$ cat src/rtl/ball_pkg.sv
// Shared screen geometry, velocity/pixel types and motion states for the ball datapath.
package ball_pkg;

   localparam int unsigned BALL_DIAMETER = 32;
   localparam int unsigned SCREEN_W      = 640;
   localparam int unsigned SCREEN_H      = 480;

   typedef logic signed [10:0] vel_t;
   typedef logic        [10:0] pix_t;

   typedef enum logic {
      STOPPED = 1'b0,
      MOVING  = 1'b1
   } motion_state_t;

endpackage

$ cat src/rtl/friction_step.sv
// Moves one signed velocity component a single unit toward zero; zero stays zero.
module friction_step
   import ball_pkg::*;
(
   input  vel_t vel_i,
   output vel_t vel_o
);

   always_comb begin
      vel_o = vel_i;
      if (vel_i > 11'sd0) begin
         vel_o = vel_i - 11'sd1;
      end else if (vel_i < 11'sd0) begin
         vel_o = vel_i + 11'sd1;
      end
   end

endmodule

$ cat src/rtl/ball_motion.sv
// Ball position/velocity owner: strike start, per-frame integration with edge clamping,
// collision velocity reload. Periodic friction only when BALL_MOTION_FRICTION_EN is defined.
module ball_motion
   import ball_pkg::*;
#(
   parameter int unsigned INIT_X          = 100,
   parameter int unsigned INIT_Y          = 100,
   parameter int unsigned FIXED_SHIFT     = 6,
   parameter int unsigned FRICTION_PERIOD = 4,
   parameter int unsigned POS_MAX_X       = SCREEN_W - BALL_DIAMETER - 1,
   parameter int unsigned POS_MAX_Y       = SCREEN_H - BALL_DIAMETER - 1
) (
   input  logic               clk,
   input  logic               resetN,
   input  logic               startOfFrame,
   input  logic               strike,
   input  logic signed [10:0] strikeVelX,
   input  logic signed [10:0] strikeVelY,
   input  logic               collisionOccurred,
   input  logic signed [10:0] collisionVelX,
   input  logic signed [10:0] collisionVelY,
   output logic        [10:0] ballTopLeftPosX,
   output logic        [10:0] ballTopLeftPosY,
   output logic signed [10:0] ballVelX,
   output logic signed [10:0] ballVelY,
   output logic               moving
);

   localparam int unsigned PosW = 11 + FIXED_SHIFT;
   localparam int unsigned SumW = PosW + 1;

   localparam logic [PosW-1:0] InitXFix = PosW'(INIT_X << FIXED_SHIFT);
   localparam logic [PosW-1:0] InitYFix = PosW'(INIT_Y << FIXED_SHIFT);
   localparam logic [PosW-1:0] MaxXFix  = PosW'(POS_MAX_X << FIXED_SHIFT);
   localparam logic [PosW-1:0] MaxYFix  = PosW'(POS_MAX_Y << FIXED_SHIFT);

   // One extra bit of headroom so both underflow and overflow are visible before clamping.
   function automatic logic [PosW-1:0] integrate(input logic [PosW-1:0] pos,
                                                 input vel_t            vel,
                                                 input logic [PosW-1:0] lim);
      logic signed [SumW-1:0] sum;
      sum = $signed({1'b0, pos}) + $signed({{(SumW-11){vel[10]}}, vel});
      if (sum < 0) begin
         integrate = '0;
      end else if (sum > $signed({1'b0, lim})) begin
         integrate = lim;
      end else begin
         integrate = sum[PosW-1:0];
      end
   endfunction

   motion_state_t   state_q, state_d;
   logic [PosW-1:0] pos_x_q, pos_x_d, pos_y_q, pos_y_d;
   vel_t            vel_x_q, vel_x_d, vel_y_q, vel_y_d;
   vel_t            vel_x_fric, vel_y_fric;

   friction_step u_fric_x (.vel_i(vel_x_q), .vel_o(vel_x_fric));
   friction_step u_fric_y (.vel_i(vel_y_q), .vel_o(vel_y_fric));

`ifdef BALL_MOTION_FRICTION_EN
   localparam int unsigned CntW = (FRICTION_PERIOD > 1) ? $clog2(FRICTION_PERIOD) : 1;
   localparam logic [CntW-1:0] CntLast = CntW'(FRICTION_PERIOD - 1);

   logic [CntW-1:0] cnt_q, cnt_d;
`else
   logic unused_fric;
   assign unused_fric = ^{vel_x_fric, vel_y_fric, FRICTION_PERIOD};
`endif

   always_comb begin
      state_d = state_q;
      pos_x_d = pos_x_q;
      pos_y_d = pos_y_q;
      vel_x_d = vel_x_q;
      vel_y_d = vel_y_q;
`ifdef BALL_MOTION_FRICTION_EN
      cnt_d   = cnt_q;
`endif
      case (state_q)
         STOPPED: begin
            if (strike && (strikeVelX != 11'sd0 || strikeVelY != 11'sd0)) begin
               vel_x_d = strikeVelX;
               vel_y_d = strikeVelY;
               state_d = MOVING;
`ifdef BALL_MOTION_FRICTION_EN
               cnt_d   = '0;
`endif
            end
         end
         MOVING: begin
            if (vel_x_q == 11'sd0 && vel_y_q == 11'sd0) begin
               state_d = STOPPED;
            end
            if (startOfFrame) begin
               pos_x_d = integrate(pos_x_q, vel_x_q, MaxXFix);
               pos_y_d = integrate(pos_y_q, vel_y_q, MaxYFix);
`ifdef BALL_MOTION_FRICTION_EN
               if (cnt_q == CntLast) begin
                  cnt_d   = '0;
                  vel_x_d = vel_x_fric;
                  vel_y_d = vel_y_fric;
               end else begin
                  cnt_d = cnt_q + CntW'(1);
               end
`endif
            end
            // Collision wins over friction; integration above already used the old velocity.
            if (collisionOccurred) begin
               vel_x_d = collisionVelX;
               vel_y_d = collisionVelY;
            end
         end
         default: state_d = STOPPED;
      endcase
   end

   always_ff @(posedge clk or negedge resetN) begin
      if (!resetN) begin
         state_q <= STOPPED;
         pos_x_q <= InitXFix;
         pos_y_q <= InitYFix;
         vel_x_q <= '0;
         vel_y_q <= '0;
`ifdef BALL_MOTION_FRICTION_EN
         cnt_q   <= '0;
`endif
      end else begin
         state_q <= state_d;
         pos_x_q <= pos_x_d;
         pos_y_q <= pos_y_d;
         vel_x_q <= vel_x_d;
         vel_y_q <= vel_y_d;
`ifdef BALL_MOTION_FRICTION_EN
         cnt_q   <= cnt_d;
`endif
      end
   end

   assign ballTopLeftPosX = pos_x_q[PosW-1:FIXED_SHIFT];
   assign ballTopLeftPosY = pos_y_q[PosW-1:FIXED_SHIFT];
   assign ballVelX        = vel_x_q;
   assign ballVelY        = vel_y_q;
   assign moving          = (state_q == MOVING);

endmodule
$ cat config.mk
export PLATFORM = sky130hd
export DESIGN_NAME = ball_motion
export DESIGN_NICKNAME = d
export VERILOG_FILES = /design/src/rtl/ball_pkg.sv /design/src/rtl/friction_step.sv /design/src/rtl/ball_motion.sv
export SDC_FILE = /design/constraint.sdc
export NUM_CORES = 1
export LEC_CHECK = 0
export CORE_UTILIZATION = 58
export DETAILED_ROUTE_END_ITERATION = 7
export DONT_BUFFER_PORTS = 1
export PLACE_DENSITY = 0.74
export SYNTH_ARGS = -nofsm -noshare
export SYNTH_HDL_FRONTEND = slang
export SYNTH_SLANG_ARGS = --single-unit
$ cat constraint.sdc
create_clock -name clk -period 4.8 [get_ports clk]
set_clock_uncertainty 0.15 [all_clocks]
set_input_delay 1.2 -clock clk [delete_from_list [all_inputs] [get_ports clk]]
set_output_delay 1.2 -clock clk [all_outputs]
set_load 0.005 [all_outputs]
==> flow_metrics.py <==
metrics = {
    "timing": {
        "setup_slack_ps": 1187,
        "fin_crit_ps": 3613,
        "hold_viol": 0,
        "timing.fmax_mhz": 276.8,
        "finalMaxSlewViolations": 0,
        "period_share_pct": 75.27,
        "rsz0062_at_grt": "no",
        "setup_viol": 0,
        "tns_ps": 0,
        "slew_headroom_pct": 41.97,
        "worstMarginPinSlew_ps": 868.9,
    },
    "floorplan": {
        "dieWidth_um": 93.76,
        "io_pins": 94,
        "rows": 33,
        "die_height_um": 93.76,
        "start_util_pct": 59.73,
        "coreArea_mm2": 0.008175,
        "dieArea_mm2": 0.008791,
    },
    "detailed_routing": {
        "drt-total-wl_mm": 12.81,
        "met1_length_mm": 5.805,
        "wl_per_cell_um": 19.92,
        "wl_met2_mm": 5.839,
        "ant_nets": 0,
        "first_pass_iters": 5,
        "wl_met3_um": 915,
        "topRoutingLayerUsed": "met4",
        "drt-initial-drc-count": 352,
        "dr_total_vias": 4336,
        "viasPerCell": 6.743,
        "drc": 0,
    },
    "synth": {
        "synth_warnings": 0,
        "synthCells": 565,
        "synth.distinct_cells": 66,
        "syn_avg_cell_area_um2": 8.643,
        "syn_nets": 650,
        "synth_flop_cell": "dfrtp_1",
        "synth_area_mm2": 0.004883,
        "ys_async_sr_fraction_pct": 100.0,
        "synth-edff-count": 0,
        "ys_ff_latch": 57,
        "seq_area_frac_synth_pct": 29.36,
    },
    "global_route": {
        "overflow": 0,
        "antenna_found_initial": 0,
        "first_global_vias": 4180,
        "grt_util_all_layers_pct": 29.92,
        "grt_max_degree": 58,
        "grt_pass1_wl_mm": 20.44,
    },
    "worst_setup_path": {
        "critPathTopFamily": "compound AO/OA/AOI/OAI gates",
        "crit_fanout": 12,
        "cp.required_ps": 4920,
        "slowest_stage": "a211oi_2",
        "r2r_slack_ps": 1190,
        "start_kind": "register",
        "crit_top_cell": "nor4b_1",
        "critPathBufInv": 1,
        "critical_path_class": "register to register",
        "end_kind": "register",
        "max_stage_delay_ps": 750,
        "crit_chain": "ha_1 -> inv_1 -> fa_1 -> xnor2_1 -> nor4b_1 -> mux2i_1 -> nor4_1 -> nor4b_1 -> a41o_1 -> a211oi_2 -> a32o_1",
        "crit_arrival_ps": 3740,
    },
    "power_and_ir_drop": {
        "irDropWorstVdd_mv": 0.2086,
        "pwr-share-clk_pct": 15.6,
        "p_int_mw": 1.567,
        "p_seq_share_pct": 25.2,
        "power_frac_comb_pct": 59.2,
        "leakage_nw": 2.290,
        "p_per_area_mw_per_mm2": 597.4,
        "power_switching_mw": 1.395,
        "switching_share_pct": 47.09,
    },
    "placement": {
        "place.gp.congestion": 0.9908,
        "placed_cells": 627,
        "dp.final_hpwl_mm": 9.484,
        "dp_slack_ps": 1209,
        "portBuffers": 0,
    },
    "clock_tree": {
        "hold_buffers": 0,
        "cts_made_buffers": 9,
        "cts.sinks": 57,
        "post_cts_buffers": 0,
        "clk_latency_ps": 340,
        "path_clk_slew_ps": 80,
        "root_buffer": "clkbuf_8",
        "cts_tree": "done",
        "cts_buffer_depth": 2,
        "ctsHtreeMaxLevel": 3,
        "cts_resized": 0,
    },
    "cells_and_area": {
        "layout_common_cells": "dfrtp_1, a21oi_1, nand2_1, nor2_1, ha_1",
        "areaGrowthSynthToFinish_pct": 1.537,
        "regArea_mm2": 0.001434,
        "finalNetCount": 618,
        "drive_gt1_share_pct": 7.249,
        "multiInputGateArea_mm2": 0.003095,
        "fillCellCount": 745,
        "fin_cells": 643,
        "antennaDiodeCount": 0,
        "utilization_pct": 60.65,
        "layout_commonest_cell": "dfrtp_1",
    },
    "hold_path": {
        "worstHoldPathType": "register to register",
    },
    "job": {
        "cap_viol_max_count": 0,
    },
    "run_status": {
        "status": "finished clean",
    },
}
==> synthesized netlist by cell type (all sizes together), types with 11 or more instances <==
master	n	share of area (%)
nor4	11	1.4
a21o	13	2.0
nand2	44	3.4
ha	34	8.7
clkbuf	18	1.4
inv	17	1.3
mux2i	27	5.5
nor2	41	3.2
buf	29	4.4
o21ai	26	2.7
xnor2	12	2.2
a21oi	51	5.3
o31ai	17	2.7
dfrtp	51	26
==> worst reg2reg max path: cells and delay by family (launching register included) <==
family | cells | cell delay (ps)
AO/OA/AOI/OAI | 3 | 1240
AND/OR/NAND/NOR | 3 | 720
adder cells (fa/ha/maj) | 2 | 610
XOR/XNOR | 1 | 180
buffers and inverters | 1 | 60
flip-flops | 1 | 430
multiplexers | 1 | 160
==> flip-flops by register name, summed over array words and instances, names as in the netlist <==
| name | count |
|---|---|
| ballVelX | 11 |
| ballVelY | 11 |
| moving | 1 |
| pos_y_q | 17 |
| pos_x_q | 17 |
==> layout make-up <==
| type | count | area share, % |
|---|---|---|
| Clock inverter | 5 | 1.110 |
| Timing Repair Buffer | 5 | 0.7570 |
| Inverter | 17 | 1.287 |
| Sequential cell | 57 | 28.92 |
| Tap cell | 105 | 2.650 |
| Multi-Input combinational cell | 443 | 62.43 |
| Clock buffer | 11 | 2.851 |
==> metrics by stage <==
step | power (mW) | area [um2] | hold slack [ps]
finish | 2.962 | 4959 | 341.7
global route | 3.185 | 4959 | 363.3
CTS | 2.929 | 4959 | 339.1
detailed placement | 2.455 | 4762 | 324.8
global placement | 2.411 | 4762 | 319.5
floorplan | 2.210 | 4883 | 302.6
==> cells by family after synthesis <==
group                      after synthesis  share of synthesized area, %
buffers and inverters                   65                         7.251
muxes                                   28                         5.765
xor gates and xnor gates                17                         3.049
DFF                                     57                         29.36
adders and majority gates               36                         9.531
AOI/OAI and AO/OA                      193                         27.59
and+or+nand+nor                        169                         17.45
==> final timing paths <==
kind / startpoint / endpoint / depth (start not counted)
max: ballVelY[0] / pos_y_q[5] / 11
min: pos_x_q[5] / pos_x_q[5] / 2
max reg2reg: ballVelY[0] / pos_y_q[5] / 11
min reg2reg: pos_x_q[5] / pos_x_q[5] / 2
max in group asynchronous: resetN / pos_y_q[8] / 0
min in group asynchronous: resetN / pos_x_q[10] / 0
==> per-layer routing <==
layer / vias to the layer above / GRT usage (%)
met2: 186 / 47.20
li1: 2066 / -
met4: 0 / 11.41
met1: 2061 / 39.41
met5: - / 0
met3: 23 / 7.362
==> power groups by stage <==
stage	combinational, mW	sequential (mW)	clock (mW)
global placement	1.65	0.756	0
finish	1.75	0.747	0.463
global route	1.93	0.765	0.486
CTS	1.71	0.750	0.465
floorplan	1.51	0.699	0
detailed placement	1.70	0.758	0
(Power assumes the default switching activity.)
==> RTL edit, RTL diff (same flow settings) <==
Register the outputs `ballTopLeftPosX`, `ballTopLeftPosY` and `moving`, cleared by the reset; this adds one clock of latency there. The other outputs are not delayed to match.
--- a/src/rtl/ball_motion.sv
+++ b/src/rtl/ball_motion.sv
@@ -136,10 +136,18 @@
       end
    end
 
-   assign ballTopLeftPosX = pos_x_q[PosW-1:FIXED_SHIFT];
-   assign ballTopLeftPosY = pos_y_q[PosW-1:FIXED_SHIFT];
    assign ballVelX        = vel_x_q;
    assign ballVelY        = vel_y_q;
-   assign moving          = (state_q == MOVING);
+   always_ff @(posedge clk or negedge resetN) begin
+      if (!resetN) begin
+         ballTopLeftPosX <= '0;
+         ballTopLeftPosY <= '0;
+         moving          <= '0;
+      end else begin
+         ballTopLeftPosX <= pos_x_q[PosW-1:FIXED_SHIFT];
+         ballTopLeftPosY <= pos_y_q[PosW-1:FIXED_SHIFT];
+         moving          <= (state_q == MOVING);
+      end
+   end
 
 endmodule
Behaviour: not the same (Yosys sat finds a counterexample within 4 cycles, from zero or initial values and one cycle with resetN low).
==> RTL edit against the unedited design <==
Synthesized area up 1.4%. Sequential cell count up 23. Total power up 2.6%. Sequential share of layout area up 9.3 points. Design area up 5.9%. Routed wire length down 11%. Worst setup slack worse by 0.076 ns. Synthesized cell count down 8.8%. Critical path type unchanged. Largest cell class unchanged. Highest routed layer unchanged.
==> RTL edit: results (changes against the unedited design) <==
.. list-table::
   :header-rows: 1

   * - Metric
     - Value
   * - Status
     - complete, no violations
   * - Post-synthesis to final-layout area growth
     - 6.09%
   * - Layout cell share with drive strength beyond 1
     - 7.80% (+0.55 points)
   * - Synthesized net count
     - 600 (-7.7%)
   * - Final net count
     - 593 (-4.0%)
   * - Count of yosys warnings during synthesis
     - 0 (unchanged)
   * - Max-slew violation count
     - 0 (unchanged)
   * - Relative max-transition margin
     - 41.7% (-0.31 points)
   * - Count of routing violations after the opening detailed-route iteration
     - 176 (-50%)
   * - Highest net fanout along the worst path
     - 11 (-1)
   * - Synth area leaders
     - sky130_fd_sc_hd__dfrtp_1 (37%), sky130_fd_sc_hd__ha_1 (8.6%), sky130_fd_sc_hd__mux2i_1 (5.1%)
   * - First-pass DRT Iterations
     - 5 (unchanged)
   * - Leading post-synthesis cells by instance count
     - sky130_fd_sc_hd__dfrtp_1 (74), sky130_fd_sc_hd__nor2_1 (50), sky130_fd_sc_hd__a21oi_1 (49), sky130_fd_sc_hd__nand2_1 (37), sky130_fd_sc_hd__ha_1 (34)
   * - Final WL
     - 11.5 mm (-11%)
   * - GRT met2 Usage
     - 44.1% (-3.1 points)
   * - Number of filler instances in the final layout
     - 713 (-4.3%)
   * - First-pass GRT wire length
     - 18.7 mm (-8.5%)
   * - Placed Instance Area
     - 5020 um2 (+5.5%)
   * - Maximum number of pins on one net before global-route repair
     - 81 (+40%)
   * - Static Leakage
     - 0.00251 uW (+9.5%)
   * - H-Tree Depth
     - 3 (unchanged)
   * - Number of distinct standard cells referenced by the synthesized netlist
     - 67 (+1.5%)
   * - Met1 Use GR
     - 36.3% (-3.2 points)
   * - Post-DP HPWL
     - 8.51 mm (-10%)
   * - Max rail drop VDD
     - 0.215 mV (+2.9%)
   * - Sequential share of the synthesized area
     - 40.6% (+11 points)
   * - Post-synth top area share
     - 37.4% (+11 points)
   * - Power Internal
     - 1760 uW (+12%)
   * - Post-CTS clock slew at the launch and capture registers of the worst setup and hold paths
     - 0.09 ns
   * - Total Routing Usage GR
     - 27.1% (-2.8 points)
   * - Final estimated routing congestion in global placement
     - 0.897 (-9.5%)
   * - Via count
     - 4045 (-6.7%)
   * - Worst setup slack for register-to-register paths
     - 1.11 ns (-0.08 ns)
   * - Met3 usage in global routing
     - 4.83% (-2.5 points)
   * - Crit path arrival time
     - 3.78 ns (+0.04 ns)
[RTL edit: changes by cell type after synthesis, moves of 9 or more]
cell / before / now
sky130_fd_sc_hd__o31ai_1: 16 / 1
sky130_fd_sc_hd__dfrtp_1: 51 / 74
sky130_fd_sc_hd__nor2_1: 41 / 50
sky130_fd_sc_hd__buf_4: 25 / 0
sky130_fd_sc_hd__o221ai_1: 9 / 0
[RTL edit: cell type report]
cell class              count  share of cell area (%)
flip-flops and latches     80                    38.3
repair buffers              3                   0.429
clock buffers              10                    2.62
inverters                  10                   0.715
clock inverters             6                    1.72
well taps                 105                    2.50
multi-input cells         404                    53.8
[RTL edit: worst reg2reg max path: cells and delay by family (launching register included)]
| kind | cells | cell delay (ns) |
|---|---|---|
| AO/OA/AOI/OAI | 7 | 1.69 |
| AND/OR/NAND/NOR | 1 | 0.17 |
| multiplexers | 1 | 0.75 |
| adder cells (fa/ha/maj) | 1 | 0.38 |
| flip-flops | 1 | 0.43 |
[RTL edit: through the flow]
stage	hold slack [ns]	setup WS, ns	instances
2_1_floorplan	0.202	1.73	515
3_3_place_gp	0.242	1.19	602
3_5_place_dp	0.246	1.16	602
4_1_cts	0.267	1.14	618
5_1_grt	0.280	0.826	618
6_report	0.263	1.11	618
[RTL edit: power by group through the flow]
stage               Combinational [uW]  Clock, uW  Sequential, uW
floorplan                         1180          0             959
global placement                  1410          0            1010
detailed placement                1440          0            1020
CTS                               1450        572            1000
global route                      1630        604            1030
finish                            1470        565            1000
[RTL edit: final timing paths]
kind	start	cells past startpoint	endpoint
max reg2reg	ballVelY[3]	10	pos_y_q[0]
min reg2reg	pos_x_q[16]	0	ballTopLeftPosX[10]
min	pos_x_q[16]	0	ballTopLeftPosX[10]
min in group asynchronous	resetN	0	pos_x_q[16]
max	ballVelY[3]	10	pos_y_q[0]
max in group asynchronous	resetN	0	pos_y_q[8]
[RTL edit: routing by layer]
layer	vias up	routed length [um]
li1	1900	-
met1	1947	5170
met2	173	5320
met3	25	700
met4	0	263
met5	-	0
[RTL edit: cells by family after synthesis]
logic type                 share of synthesized area [%]
and+or+nand+nor                                     15.5
AOI/OAI and AO/OA                                   22.6
xor gates and xnor gates                            4.40
muxes                                               5.05
buffers and inverters                               2.38
DFF                                                 40.6
adders and majority gates                           9.40
